File: src/rtl/crc_pkg.sv
// Shared types, polynomial presets and the single-bit CRC step for the CRC stream engine family.
// Latency: not applicable (declarations only).
// Backpressure: not applicable.
package crc_pkg;

   typedef enum logic [1:0] {
      IDLE      = 2'd0,
      CALC      = 2'd1,
      SHIFT_OUT = 2'd2
   } crc_state_t;

   // CRC-16/CDMA2000
   localparam logic [15:0] CDMA2000_POLY = 16'hC867;
   localparam logic [15:0] CDMA2000_INIT = 16'hFFFF;
   localparam logic [15:0] CDMA2000_XOR  = 16'h0000;

   // CRC-16/XMODEM
   localparam logic [15:0] XMODEM_POLY = 16'h1021;
   localparam logic [15:0] XMODEM_INIT = 16'h0000;
   localparam logic [15:0] XMODEM_XOR  = 16'h0000;

   // One MSB-first step of the direct (non-augmented) algorithm. Values are
   // carried zero-extended to 32 bits; msb is the index of the CRC's top bit.
   // Bits above msb in the result are garbage and must be truncated by the caller.
   function automatic logic [31:0] crc_bit_step(input logic [31:0] crc,
                                                input logic        b,
                                                input logic [31:0] poly,
                                                input logic [4:0]  msb);
      logic fb;
      fb = crc[msb] ^ b;
      return (crc << 1) ^ (fb ? poly : 32'd0);
   endfunction

endpackage

File: src/rtl/crc_step_comb.sv
// Combinational CRC advance over one DATA_W-bit word, MSB of the word first.
// Latency: zero cycles (pure combinational).
// Backpressure: none; caller decides when to register crc_next.
// Ports: crc (current remainder), data (input word), crc_next (remainder after all DATA_W bits).
module crc_step_comb
   import crc_pkg::*;
#(
   parameter int                 CRC_W  = 16,
   parameter int                 DATA_W = 8,
   parameter logic [CRC_W-1:0]   POLY   = CRC_W'(CDMA2000_POLY)
) (
   input  logic [CRC_W-1:0]  crc,
   input  logic [DATA_W-1:0] data,
   output logic [CRC_W-1:0]  crc_next
);

   localparam logic [4:0] MSB = 5'(CRC_W - 1);

   // All DATA_W bit steps unrolled into one cone of logic.
   always_comb begin
      crc_next = crc;
      for (int i = DATA_W - 1; i >= 0; i--) begin
         crc_next = CRC_W'(crc_bit_step(32'(crc_next), data[i], 32'(POLY), MSB));
      end
   end

endmodule

File: src/rtl/crc_stream_engine.sv
// Framed CRC generator/checker: accumulates DATA_W-bit beats, then streams the CRC serially or flags a residue match.
// Latency: last beat to DONE/CRC_VALUE is 1 cycle; first serial CRC bit is presented the cycle after DONE.
// Backpressure: IN_READY low outside CALC and while START is high; OUT_READY low holds CRC_BIT/OUT_LAST stable.
// Ports: CLK/RESET (async, active-high); START/APPEND open a frame; DATA_IN/IN_VALID/IN_LAST/IN_READY input beats;
//        CRC_BIT/OUT_VALID/OUT_READY/OUT_LAST serial CRC out; CRC_VALUE/CHECK_OK/DONE frame-end results.
module crc_stream_engine
   import crc_pkg::*;
#(
   parameter int               CRC_W   = 16,
   parameter int               DATA_W  = 8,
   parameter logic [CRC_W-1:0] POLY    = CRC_W'(CDMA2000_POLY),
   parameter logic [CRC_W-1:0] INIT    = CRC_W'(CDMA2000_INIT),
   parameter logic [CRC_W-1:0] XOR_OUT = CRC_W'(CDMA2000_XOR),
   parameter logic [CRC_W-1:0] RESIDUE = '0
) (
   input  logic              CLK,
   input  logic              RESET,
   input  logic              START,
   input  logic              APPEND,
   input  logic [DATA_W-1:0] DATA_IN,
   input  logic              IN_VALID,
   input  logic              IN_LAST,
   output logic              IN_READY,
   output logic              CRC_BIT,
   output logic              OUT_VALID,
   input  logic              OUT_READY,
   output logic              OUT_LAST,
   output logic [CRC_W-1:0]  CRC_VALUE,
   output logic              CHECK_OK,
   output logic              DONE
);

   localparam int               CNT_W    = $clog2(CRC_W);
   localparam logic [CNT_W-1:0] LAST_BIT = CNT_W'(CRC_W - 1);

   crc_state_t       state, state_nxt;
   logic [CRC_W-1:0] crc_reg, crc_next, out_sr;
   logic [CNT_W-1:0] bit_cnt;
   logic             append_q, done_q;
   logic             beat_acc, last_acc, bit_acc, final_bit;

   crc_step_comb #(
      .CRC_W  (CRC_W),
      .DATA_W (DATA_W),
      .POLY   (POLY)
   ) u_step (
      .crc      (crc_reg),
      .data     (DATA_IN),
      .crc_next (crc_next)
   );

   // START wins over a same-cycle beat, so it is folded into acceptance.
   assign beat_acc  = (state == CALC) && IN_VALID && !START;
   assign last_acc  = beat_acc && IN_LAST;
   assign bit_acc   = OUT_VALID && OUT_READY;
   assign final_bit = bit_acc && (bit_cnt == LAST_BIT);

   // State register
   always_ff @(posedge CLK or posedge RESET) begin
      if (RESET) state <= IDLE;
      else       state <= state_nxt;
   end

   // Next-state logic
   always_comb begin
      state_nxt = state;
      if (START) begin
         state_nxt = CALC;
      end else begin
         case (state)
            CALC:      if (last_acc)  state_nxt = append_q ? SHIFT_OUT : IDLE;
            SHIFT_OUT: if (final_bit) state_nxt = IDLE;
            default:   state_nxt = state;
         endcase
      end
   end

   // Output logic: registered state only, plus START for IN_READY.
   // The DONE cycle is spent in SHIFT_OUT with OUT_VALID held off so the
   // first bit lands one cycle after DONE.
   always_comb begin
      IN_READY  = (state == CALC) && !START;
      OUT_VALID = (state == SHIFT_OUT) && !done_q;
      CRC_BIT   = (state == SHIFT_OUT) && !done_q && out_sr[CRC_W-1];
      OUT_LAST  = (state == SHIFT_OUT) && !done_q && (bit_cnt == LAST_BIT);
      DONE      = done_q;
   end

   // Datapath registers
   always_ff @(posedge CLK or posedge RESET) begin
      if (RESET) begin
         crc_reg   <= INIT;
         append_q  <= 1'b0;
         out_sr    <= '0;
         bit_cnt   <= '0;
         done_q    <= 1'b0;
         CRC_VALUE <= '0;
         CHECK_OK  <= 1'b0;
      end else begin
         done_q <= last_acc;
         if (START) begin
            crc_reg  <= INIT;
            append_q <= APPEND;
            out_sr   <= '0;
            bit_cnt  <= '0;
         end else begin
            if (beat_acc) crc_reg <= crc_next;
            if (last_acc) begin
               CRC_VALUE <= crc_next ^ XOR_OUT;
               CHECK_OK  <= (crc_next == RESIDUE);
               out_sr    <= crc_next ^ XOR_OUT;
               bit_cnt   <= '0;
            end else if (bit_acc) begin
               out_sr  <= {out_sr[CRC_W-2:0], 1'b0};
               bit_cnt <= bit_cnt + CNT_W'(1);
            end
         end
      end
   end

endmodule

File: config.mk
export PLATFORM = sky130hd
export DESIGN_NAME = crc_stream_engine
export DESIGN_NICKNAME = d
export VERILOG_FILES = /design/src/rtl/crc_pkg.sv /design/src/rtl/crc_step_comb.sv /design/src/rtl/crc_stream_engine.sv
export SDC_FILE = /design/constraint.sdc
export NUM_CORES = 1
export LEC_CHECK = 0
export ABC_AREA = 1
export ABC_CLOCK_PERIOD_IN_PS = 2800
export CAP_MARGIN = 0
export CORE_ASPECT_RATIO = 1.4
export CORE_UTILIZATION = 45
export CTS_CLUSTER_DIAMETER = 50
export DETAILED_ROUTE_END_ITERATION = 16
export PLACE_DENSITY_LB_ADDON = 0.05
export SLEW_MARGIN = 25
export SYNTH_ARGS = -nofsm -noshare
export SYNTH_HDL_FRONTEND = slang
export SYNTH_SLANG_ARGS = --single-unit
export TNS_END_PERCENT = 50
File: constraint.sdc
create_clock -name CLK -period 2.8 [get_ports CLK]
set_input_delay 0.7 -clock CLK [delete_from_list [all_inputs] [get_ports CLK]]
set_output_delay 0.7 -clock CLK [all_outputs]
set_load 0.02 [all_outputs]
After elaboration in Yosys (flattened, before gate mapping)
Cells that the tools add are included.
{ "totals": {"regBits": 57, "inputBits": 15, "out_inout_bits": 22} }
{ "op_classes": {"n_addsub": 1, "n_eq_ne": 5, "mux": 21, "bitwise_logic": 17, "reduce_logical": 17} }
{ "ops": {"columns": ["op", "count"], "rows": [
  ["$mux 16", 13],
  ["$xor 16x16->16", 8],
  ["$logic_not 16->1", 1],
  ["$mux 4", 3],
  ["$logic_and 1x1->1", 9],
  ["$mux 2", 4],
  ["$xor 1x1->1", 8],
  ["$ne 3x3->1 const B", 2],
  ["$reduce_bool 3->1", 2],
  ["$add 4x1->4 const B", 1],
  ["$eq 4x4->1 const B", 1],
  ["$pmux 2 s2", 1],
  ["$reduce_and 3->1", 1],
  ["$eq 2x1->1 const B", 1],
  ["$eq 2x2->1 const B", 1],
  ["$logic_not 1->1", 2],
  ["$reduce_and 2->1", 1],
  ["$reduce_bool 2->1", 1],
  ["$not 1->1", 1]
]} }

Depth between registers and ports, before layout
Gate-level depths: netlist of the first run.
{ "depth": {"word_depth": 26, "depth_mapped": 18} }

By module
Synthesis of the first run repeated with hierarchy kept, for this count alone.
{ "hier_totals": {"cells_unflattened": 427, "area_unflattened_um2": 3294.4} }
{ "by_module_without_submodules": {"columns": ["module", "instances", "cells_each", "area_per_inst_um2"], "rows": [
  ["crc_stream_engine", 1, 309, 2602.5],
  ["crc_step_comb", 1, 118, 691.9]
]} }

Worst setup path before layout of the first run
OpenSTA, ideal clock, no wires.
{ "synth_path": {"kind": "input port to flip-flop", "start": "input port DATA_IN[7]", "end": "register out_sr[6]", "setup_ps": 117, "arrival_ps": 2034, "t_required_ps": 2683, "path_slack_ps": 650, "stages": 18, "path_buffers": 0, "cell_sequence": "inv_1 > nand2_2 > nand2_4 > nand2_2 > nand2_4 > inv_2 > nand2_2 > nand3_1 > nand2_2 > nand2_2 > nand2_4 > inv_2 > nand2_1 > nand3_1 > nand3_1 > nand2_1 > nand2_1 > nand2_1"} }
{ "synth_via": {"elab_chain_len": 26} }
{ "synth_lines": {"columns": ["element", "line", "source"], "rows": [
  ["from (decl)", "crc_stream_engine.sv:20", "input logic [DATA_W-1:0] DATA_IN,"],
  ["$xor 1x1->1 *", "crc_pkg.sv:30", "fb = crc[msb] ^ b;"],
  ["$mux 16 *", "crc_pkg.sv:31", "return (crc << 1) ^ (fb ? poly : 32'd0);"],
  ["$xor 16x16->16 *", "crc_pkg.sv:31", null],
  ["$xor 1x1->1", "crc_pkg.sv:30", null],
  ["$mux 16", "crc_pkg.sv:31", null],
  ["$xor 16x16->16 *", "crc_pkg.sv:31", null],
  ["$xor 1x1->1", "crc_pkg.sv:30", null],
  ["$mux 16", "crc_pkg.sv:31", null],
  ["(+10 left out)", null, null],
  ["$xor 1x1->1", "crc_pkg.sv:30", null],
  ["$mux 16", "crc_pkg.sv:31", null],
  ["$xor 16x16->16 *", "crc_pkg.sv:31", null],
  ["$xor 1x1->1", "crc_pkg.sv:30", null],
  ["$mux 16", "crc_pkg.sv:31", null],
  ["$xor 16x16->16 *", "crc_pkg.sv:31", null],
  ["$mux 16 *", "crc_stream_engine.sv:108", "if (last_acc) begin"],
  ["$mux 16 *", "crc_stream_engine.sv:101", "if (START) begin"],
  ["to (signal assigned)", "crc_stream_engine.sv:111", "out_sr <= crc_next ^ XOR_OUT;"],
  ["to (signal assigned)", "crc_stream_engine.sv:114", "out_sr <= {out_sr[CRC_W-2:0], 1'b0};"],
  ["to (decl)", "crc_stream_engine.sv:37", "logic [CRC_W-1:0] crc_reg, crc_next, out_sr;"]
]} }
Every way passes the cells marked *; elsewhere a longest branch is shown, timed or not.
A chain may end at the register's enable or synchronous reset.

Worst setup path in the final report of the first run
{ "layout_path": {"start": "input port DATA_IN[7]", "end": "register CHECK_OK"} }
{ "layout_via": {"elab_chain_len": 25} }
{ "layout_lines": {"columns": ["element", "line", "source"], "rows": [
  ["$xor 1x1->1 *", "crc_pkg.sv:30", null],
  ["$mux 16 *", "crc_pkg.sv:31", null],
  ["$xor 16x16->16 *", "crc_pkg.sv:31", null],
  ["$xor 1x1->1", "crc_pkg.sv:30", null],
  ["$mux 16", "crc_pkg.sv:31", null],
  ["$xor 16x16->16 *", "crc_pkg.sv:31", null],
  ["$xor 1x1->1", "crc_pkg.sv:30", null],
  ["$mux 16", "crc_pkg.sv:31", null],
  ["(+9 left out)", null, null],
  ["$xor 16x16->16 *", "crc_pkg.sv:31", null],
  ["$xor 1x1->1", "crc_pkg.sv:30", null],
  ["$mux 16", "crc_pkg.sv:31", null],
  ["$xor 16x16->16 *", "crc_pkg.sv:31", null],
  ["$xor 1x1->1", "crc_pkg.sv:30", null],
  ["$mux 16", "crc_pkg.sv:31", null],
  ["$xor 16x16->16 *", "crc_pkg.sv:31", null],
  ["$logic_not 16->1 *", "crc_stream_engine.sv:110", "CHECK_OK <= (crc_next == RESIDUE);"],
  ["to (signal assigned)", "crc_stream_engine.sv:110", null],
  ["to (decl)", "crc_stream_engine.sv:29", "output logic CHECK_OK,"]
]} }
Marks and branches as above.

==> results_dict.tcl, run 1 <==
set metrics [dict create \
    status "complete, no violations" \
    synthCells 396 \
    io_pins 37 \
    die_w_um 72.7 \
    num_rows 35 \
    stdcell_area_um2 4060 \
    criticalPathCategory "primary input to flop" \
    cts_tree "yes" \
    p_per_area_nw_per_um2 1300 \
    synthToLayoutAreaGrowth_pct 29.0 \
    clock_latency_ps 330 \
    clkSinkCount 57 \
    vias 2743 \
    dieArea_um2 7340 \
    post-route-period-util_pct 93.4 \
    rsz0062_at_grt "true" \
    slew_viol_final 0 \
    grt_max_degree 29 \
    clock-skew-final_ps 7.09 \
    final_antenna_net_count 0 \
    fin_ws_ps 184 \
    synthDistinctLibCells 29 \
    maxCapViolations 0 \
    tightest_slew_ps 885 \
    nNetsFinal 489 \
    clk_root_buffer_cell "clkbuf_8" \
    hold_viol 0 \
    cts_setup_buffers 0 \
    cp_data_arrival_time_ps 2840 \
    cp.required_ps 3020 \
    cellLeakagePower_nw 2.09 \
    hpwl_mm 6.16 \
    fmax_ghz 0.382 \
    grt_first_pass_wirelength_mm 13.7 \
    grt_usage_pct 25.4 \
    place_ws_ps -188 \
    hold_class "flop to flop" \
    netlist_area_um2 3150 \
    worst-path-max-fanout 5 \
    drt_iter0_drc 110 \
    wl_per_cell_um 14.3 \
    clk_pin_slew_ps 60 \
    crit_path_start_kind "primary input" \
    antenna_found_initial 0 \
    ir_drop_mv 0.533 \
    grt_pass1_vias 2893 \
    avgSynthCellArea_um2 7.96 \
    n_antenna_cell 0 \
    drc_errors 0 \
    crit_top_cell "nand2_1" \
    seq_area_frac_synth_pct 45.9 \
    cp-end-kind "flop" \
    slew-limit-headroom_pct 40.9 \
    yosysWarnings 0 \
    path_cells "clkdlybuf4s50_1 -> inv_1 -> nand2_1 -> nand2_1 -> nand2_1 -> nand2_4 -> inv_2 -> nand2_1 -> nand2_2 -> xor2_2 -> xor2_1 -> nor2_1 -> nand3_1 -> nor2_1 -> nand3_1 -> nand2_1" \
    viasPerCell 4.82 \
    slowest_stage "clkdlybuf4s50_1" \
    coreArea_um2 6660 \
    start_util_pct 47.3 \
    port_buffers 36 \
    setup-violations-final 0 \
    period_minus_slack_ps 2620 \
    cts_hold_buf 0 \
    die_h_um 101 \
    cts-htree-levels 3 \
    drt_wl_total_mm 8.15 \
    cts-buffers-inserted 9 \
    syn_nets 412 \
    max_stage_delay_ps 500 \
    placed_cell_area_um2 3880 \
    gr-total-overflow 0 \
    drive_above_1_share_pct 22.4 \
    ys_ff_latch 57 \
    clockBufferDepth 2 \
    gp_congestion 0.837 \
    firstDrtPassIters 4 \
]
cells by family (layout without fill, tap and decap cells):
kind of cell | Yosys count | count (layout) | share of synthesized area (%)
flops | 57 | 57 | 45.9
compound gates | 46 | 46 | 8.26
simple gates | 203 | 203 | 28.6
fa+ha+maj | 1 | 1 | 0.397
xor+xnor | 27 | 27 | 9.41
buf+inv | 62 | 143 | 7.43
placed cells by master, fill, tap and decap left out:
cell,count
nand2_1,128
inv_1,44
dfrtp_1,41
buf_4,39
clkdlybuf4s50_1,35
nor2_1,27
nand3_1,23
xor2_1,16
dfstp_2,16
o21ai_0,13
nand2_2,12
a21oi_1,11
clkbuf_8,9
inv_2,8
o22ai_1,8
nand3_2,6
o21ai_1,6
nand2_4,5
xor2_2,5
xnor2_2,3
xnor2_1,3
clkinv_2,3
a21o_1,2
a31oi_1,2
a22o_1,2
clkbuf_1,2
or2_1,1
o21a_1,1
clkinv_1,1
nand4_1,1
a22oi_1,1
ha_1,1
bufinv_16,1
dlymetal6s2s_1,1
cells in the mapped netlist:
| cell type | n | area, um^2 |
|---|---|---|
| a22o_1 | 2 | 17.5 |
| dfrtp_1 | 41 | 1030 |
| clkinv_1 | 1 | 3.75 |
| o21ai_0 | 13 | 65.1 |
| inv_2 | 7 | 26.3 |
| xnor2_1 | 3 | 26.3 |
| a22oi_1 | 1 | 7.51 |
| ha_1 | 1 | 12.5 |
| xor2_2 | 5 | 81.3 |
| nand3_1 | 23 | 115 |
| xnor2_2 | 3 | 48.8 |
| xor2_1 | 16 | 140 |
| nand4_1 | 1 | 6.26 |
| o22ai_1 | 8 | 50.1 |
| nor2_1 | 27 | 101 |
| a31oi_1 | 2 | 12.5 |
| o21ai_1 | 6 | 30.0 |
| buf_2 | 1 | 5.00 |
| nand2_1 | 128 | 480 |
| or2_1 | 1 | 6.26 |
| inv_1 | 45 | 169 |
| nand3_2 | 6 | 60.1 |
| clkbuf_1 | 8 | 30.0 |
| nand2_4 | 5 | 56.3 |
| a21o_1 | 2 | 15.0 |
| dfstp_2 | 16 | 420 |
| a21oi_1 | 11 | 55.1 |
| nand2_2 | 12 | 75.1 |
| o21a_1 | 1 | 7.51 |
critical path, delay by kind of cell:
| family | cells | cell delay (ps) |
|---|---|---|
| xor+xnor | 2 | 570 |
| buf+inv | 3 | 650 |
| simple gates | 11 | 890 |
layout make-up:
type	count	area [um^2]
multi-input cells	277	1470
flip-flops and latches	57	1450
clock buffers	11	131
clock inverters	4	45.0
fillers	656	2590
inverters	53	199
repair buffers	75	656
well taps	92	115
metrics by stage:
step	cells	utilization (%)	TNS [ps]	hold WS, ps	power [W]
final	569	61.0	0	480	0.00527
after global routing	569	61.0	-19.0	497	0.00566
after CTS	569	61.0	0	483	0.00527
after detailed placement	554	58.3	-1710	468	0.00452
after global placement	554	58.3	-940	464	0.00449
after floorplan	396	-	0	444	0.00323
worst paths after layout:
check,startpoint,endpoint,slack [ps],cells past startpoint
min in group asynchronous,RESET,bit_cnt[3]$_DFFE_PP0P_,750,2
setup reg to reg,crc_reg[15]$_DFFE_PP1P_,CHECK_OK$_DFFE_PP0P_,510,15
max in group asynchronous,RESET,crc_reg[0]$_DFFE_PP1P_,1380,3
hold / removal,CRC_VALUE[5]$_DFFE_PP0P_,CRC_VALUE[5]$_DFFE_PP0P_,480,2
setup / recovery,DATA_IN[7],CHECK_OK$_DFFE_PP0P_,180,16
hold reg to reg,CRC_VALUE[5]$_DFFE_PP0P_,CRC_VALUE[5]$_DFFE_PP0P_,480,2
power breakdown:
group / total (W) / internal [W] / switching, W
sequential: 0.00127 / 0.00112 / 0.000147
combinational: 0.00328 / 0.00136 / 0.00192
clock: 0.000724 / 0.000402 / 0.000323
per-layer routing:
layer | GRT usage, % | wire length [um] | part of all wire (%) | vias up
met5 | 0 | 0 | 0 | -
met4 | 14.2 | 254 | 3.1 | 0
met3 | 3.40 | 215 | 2.6 | 20
met2 | 44.0 | 4150 | 51 | 44
met1 | 30.0 | 3530 | 43 | 1298
li1 | - | - | - | 1381
timing repair:
item,CTS,global route
endpoints found under the hold margin,0,0
gates resized for setup,0,1
setup endpoints to repair,0,3
Power figures use the tool's default switching activity.
==> inputs of run 2 (changes only) <==
--- a/config.mk
+++ b/config.mk
@@ -13,7 +13,6 @@
 export CTS_CLUSTER_DIAMETER = 50
 export DETAILED_ROUTE_END_ITERATION = 16
 export PLACE_DENSITY_LB_ADDON = 0.05
-export SLEW_MARGIN = 25
 export SYNTH_ARGS = -nofsm -noshare
 export SYNTH_HDL_FRONTEND = slang
 export SYNTH_SLANG_ARGS = --single-unit
==> results of run 2 <==
The final DEF is identical to that of run 1; final timing and power are the same.
==> inputs of run 3 (changes only) <==
--- a/config.mk
+++ b/config.mk
@@ -9,7 +9,9 @@
 export ABC_CLOCK_PERIOD_IN_PS = 2800
 export CAP_MARGIN = 0
 export CORE_ASPECT_RATIO = 1.4
+export CORE_MARGIN = 1
 export CORE_UTILIZATION = 45
+export CTS_BUF_LIST = sky130_fd_sc_hd__clkbuf_8 sky130_fd_sc_hd__clkbuf_16
 export CTS_CLUSTER_DIAMETER = 50
 export DETAILED_ROUTE_END_ITERATION = 16
 export PLACE_DENSITY_LB_ADDON = 0.05
==> run 3 against run 2 <==
Compared with the run above: wire length about the same; hold slack about the same; clock-buffer cell count decreased by 2; setup slack better by 8.1 ps; flip-flop and latch count did not move; sequential power is essentially flat; die area unchanged; sequential share of layout area unchanged; critical endpoint unchanged; final area is the same; combinational power hardly changed.
==> results_dict.tcl, run 3 (synthesis gave the netlist of run 1 again) <==
set metrics [dict create \
    slew_viol_final 0 \
    worst-path-max-fanout 5 \
    synthToLayoutAreaGrowth_pct 29.0 \
    grt_pass1_vias 2898 \
    hold_class "flop to flop" \
    p_per_area_nw_per_um2 1290 \
    rr_endpoint "CHECK_OK$_DFFE_PP0P_" \
    start_util_pct 47.3 \
    p_clk_share_pct 13.6 \
    n_antenna_cell 0 \
    gp_congestion 0.837 \
    post-route-period-util_pct 93.1 \
    drc_errors 0 \
    crit_top_cell "nand2_1" \
    gr-total-overflow 0 \
    cellLeakagePower_nw 2.10 \
    die_h_um 101 \
    fmax_ghz 0.383 \
    port_buffers 36 \
    hpwl_mm 6.16 \
    cp_num_buf_inv 3 \
    final_antenna_net_count 0 \
    vias 2746 \
    reg2reg_depth 15 \
    die_w_um 72.7 \
    cts_hold_buf 0 \
    antenna_found_initial 0 \
    internal_power_w 0.00287 \
    io_pins 37 \
    clockBufferDepth 2 \
    clock_latency_ps 330 \
    firstDrtPassIters 5 \
    cts-buffers-inserted 9 \
    nNetsFinal 489 \
    clk_root_buffer_cell "clkbuf_8" \
    combPwrFrac_pct 62.3 \
    ir_drop_mv 0.533 \
    cp_data_arrival_time_ps 2830 \
    criticalPathCategory "primary input to flop" \
    p_seq_share_pct 24.1 \
    holdPathEnd "out_sr[15]$_DFFE_PP0P_" \
    crit_path_start_kind "primary input" \
    grt_max_degree 29 \
    cp.required_ps 3020 \
    reg2reg_from "crc_reg[15]$_DFFE_PP1P_" \
    path_cells "clkdlybuf4s50_1 -> inv_1 -> nand2_1 -> nand2_1 -> nand2_1 -> nand2_4 -> inv_2 -> nand2_1 -> nand2_2 -> xor2_2 -> xor2_1 -> nor2_1 -> nand3_1 -> nor2_1 -> nand3_1 -> nand2_1" \
    dieArea_um2 7340 \
    fin_cells 569 \
    setup-violations-final 0 \
    final_common_cell "nand2_1" \
    clock-skew-final_ps 6.91 \
    num_rows 35 \
    grt_usage_pct 25.4 \
    worstHoldStart "out_sr[15]$_DFFE_PP0P_" \
    p_total_w 0.00526 \
    numPlacedInstances 554 \
    hold_viol 0 \
    cts_tree "yes" \
    viasPerCell 4.83 \
    final_util_pct 61.0 \
    wl_per_cell_um 14.3 \
    tightest_slew_ps 895 \
    maxCapViolations 0 \
    hold_path_depth 2 \
    clk_pin_slew_ps 60 \
    drive_above_1_share_pct 22.4 \
    cp-end-kind "flop" \
    clkSinkCount 57 \
    final_cell_mix "nand2_1 (128), inv_1 (46), dfrtp_1 (41)" \
    slowest_stage "clkdlybuf4s50_1" \
    power.switching_w 0.00238 \
    cts-htree-levels 3 \
    worstSetupStartpoint "DATA_IN[7]" \
    drt_wl_total_mm 8.15 \
    crit_family "simple AND/OR/NAND/NOR gates" \
    rrSetupSlack_ps 520 \
    max_stage_delay_ps 500 \
    grt_first_pass_wirelength_mm 13.7 \
    status "complete, no violations" \
    coreArea_um2 6660 \
    swShare_pct 45.3 \
    drt_iter0_drc 104 \
    slew-limit-headroom_pct 40.3 \
    rsz0062_at_grt "true" \
    cts_setup_buffers 0 \
    period_minus_slack_ps 2610 \
    cts-resized-gates 0 \
]
-- run 3: through the flow --
stage | hold slack (ps) | setup WS, ps | cell area, um^2 | TNS, ps
final | 480 | 192 | 4060 | 0
after global routing | 497 | -18.3 | 4060 | -18.8
after CTS | 483 | 158 | 4060 | 0
after detailed placement | 468 | -188 | 3880 | -1710
after global placement | 464 | -139 | 3880 | -940
after floorplan | 444 | 650 | 3150 | 0
-- run 3: final cells by class --
cell class	count	area, um^2
multi-input cells	277	1470
inverters	53	199
fillers	656	2590
clock inverters	6	52.6
repair buffers	75	656
flip-flops and latches	57	1450
clock buffers	9	124
well taps	92	115
-- run 3: worst reg2reg max path: cells and delay by family, from the launching register on --
| family | cells | cell delay, ps |
|---|---|---|
| XOR/XNOR | 2 | 580 |
| buffers and inverters | 2 | 150 |
| flip-flops | 1 | 540 |
| AND/OR/NAND/NOR | 11 | 890 |
-- run 3: how the worst max path moves through the flow --
| stage | slack [ps] | end | cells after the start |
|---|---|---|---|
| floorplan | 650 | out_sr[6]$_DFFE_PP0P_ | 18 |
| global placement | -140 | out_sr[6]$_DFFE_PP0P_ | 18 |
| detailed placement | -190 | out_sr[6]$_DFFE_PP0P_ | 18 |
| CTS | 160 | out_sr[6]$_DFFE_PP0P_ | 18 |
| global route | -20 | out_sr[6]$_DFFE_PP0P_ | 19 |
| finish | 190 | CHECK_OK$_DFFE_PP0P_ | 16 |
-- run 3: routing by layer --
metal	part of all wire [%]	GRT usage, %	up-vias	routed length [um]
met5	0	0	-	0
li1	-	-	1380	-
met2	51	44.1	45	4130
met3	2.6	3.40	18	208
met4	2.9	14.2	0	240
met1	44	29.9	1303	3570
-- run 3: power by group through the flow --
stage / Combinational [W] / Clock, W / Sequential, W
global route: 0.00359 / 0.000772 / 0.00129
finish: 0.00327 / 0.000716 / 0.00127
CTS: 0.00327 / 0.000728 / 0.00127
floorplan: 0.00185 / 0 / 0.00139
global placement: 0.00322 / 0 / 0.00127
detailed placement: 0.00324 / 0 / 0.00128
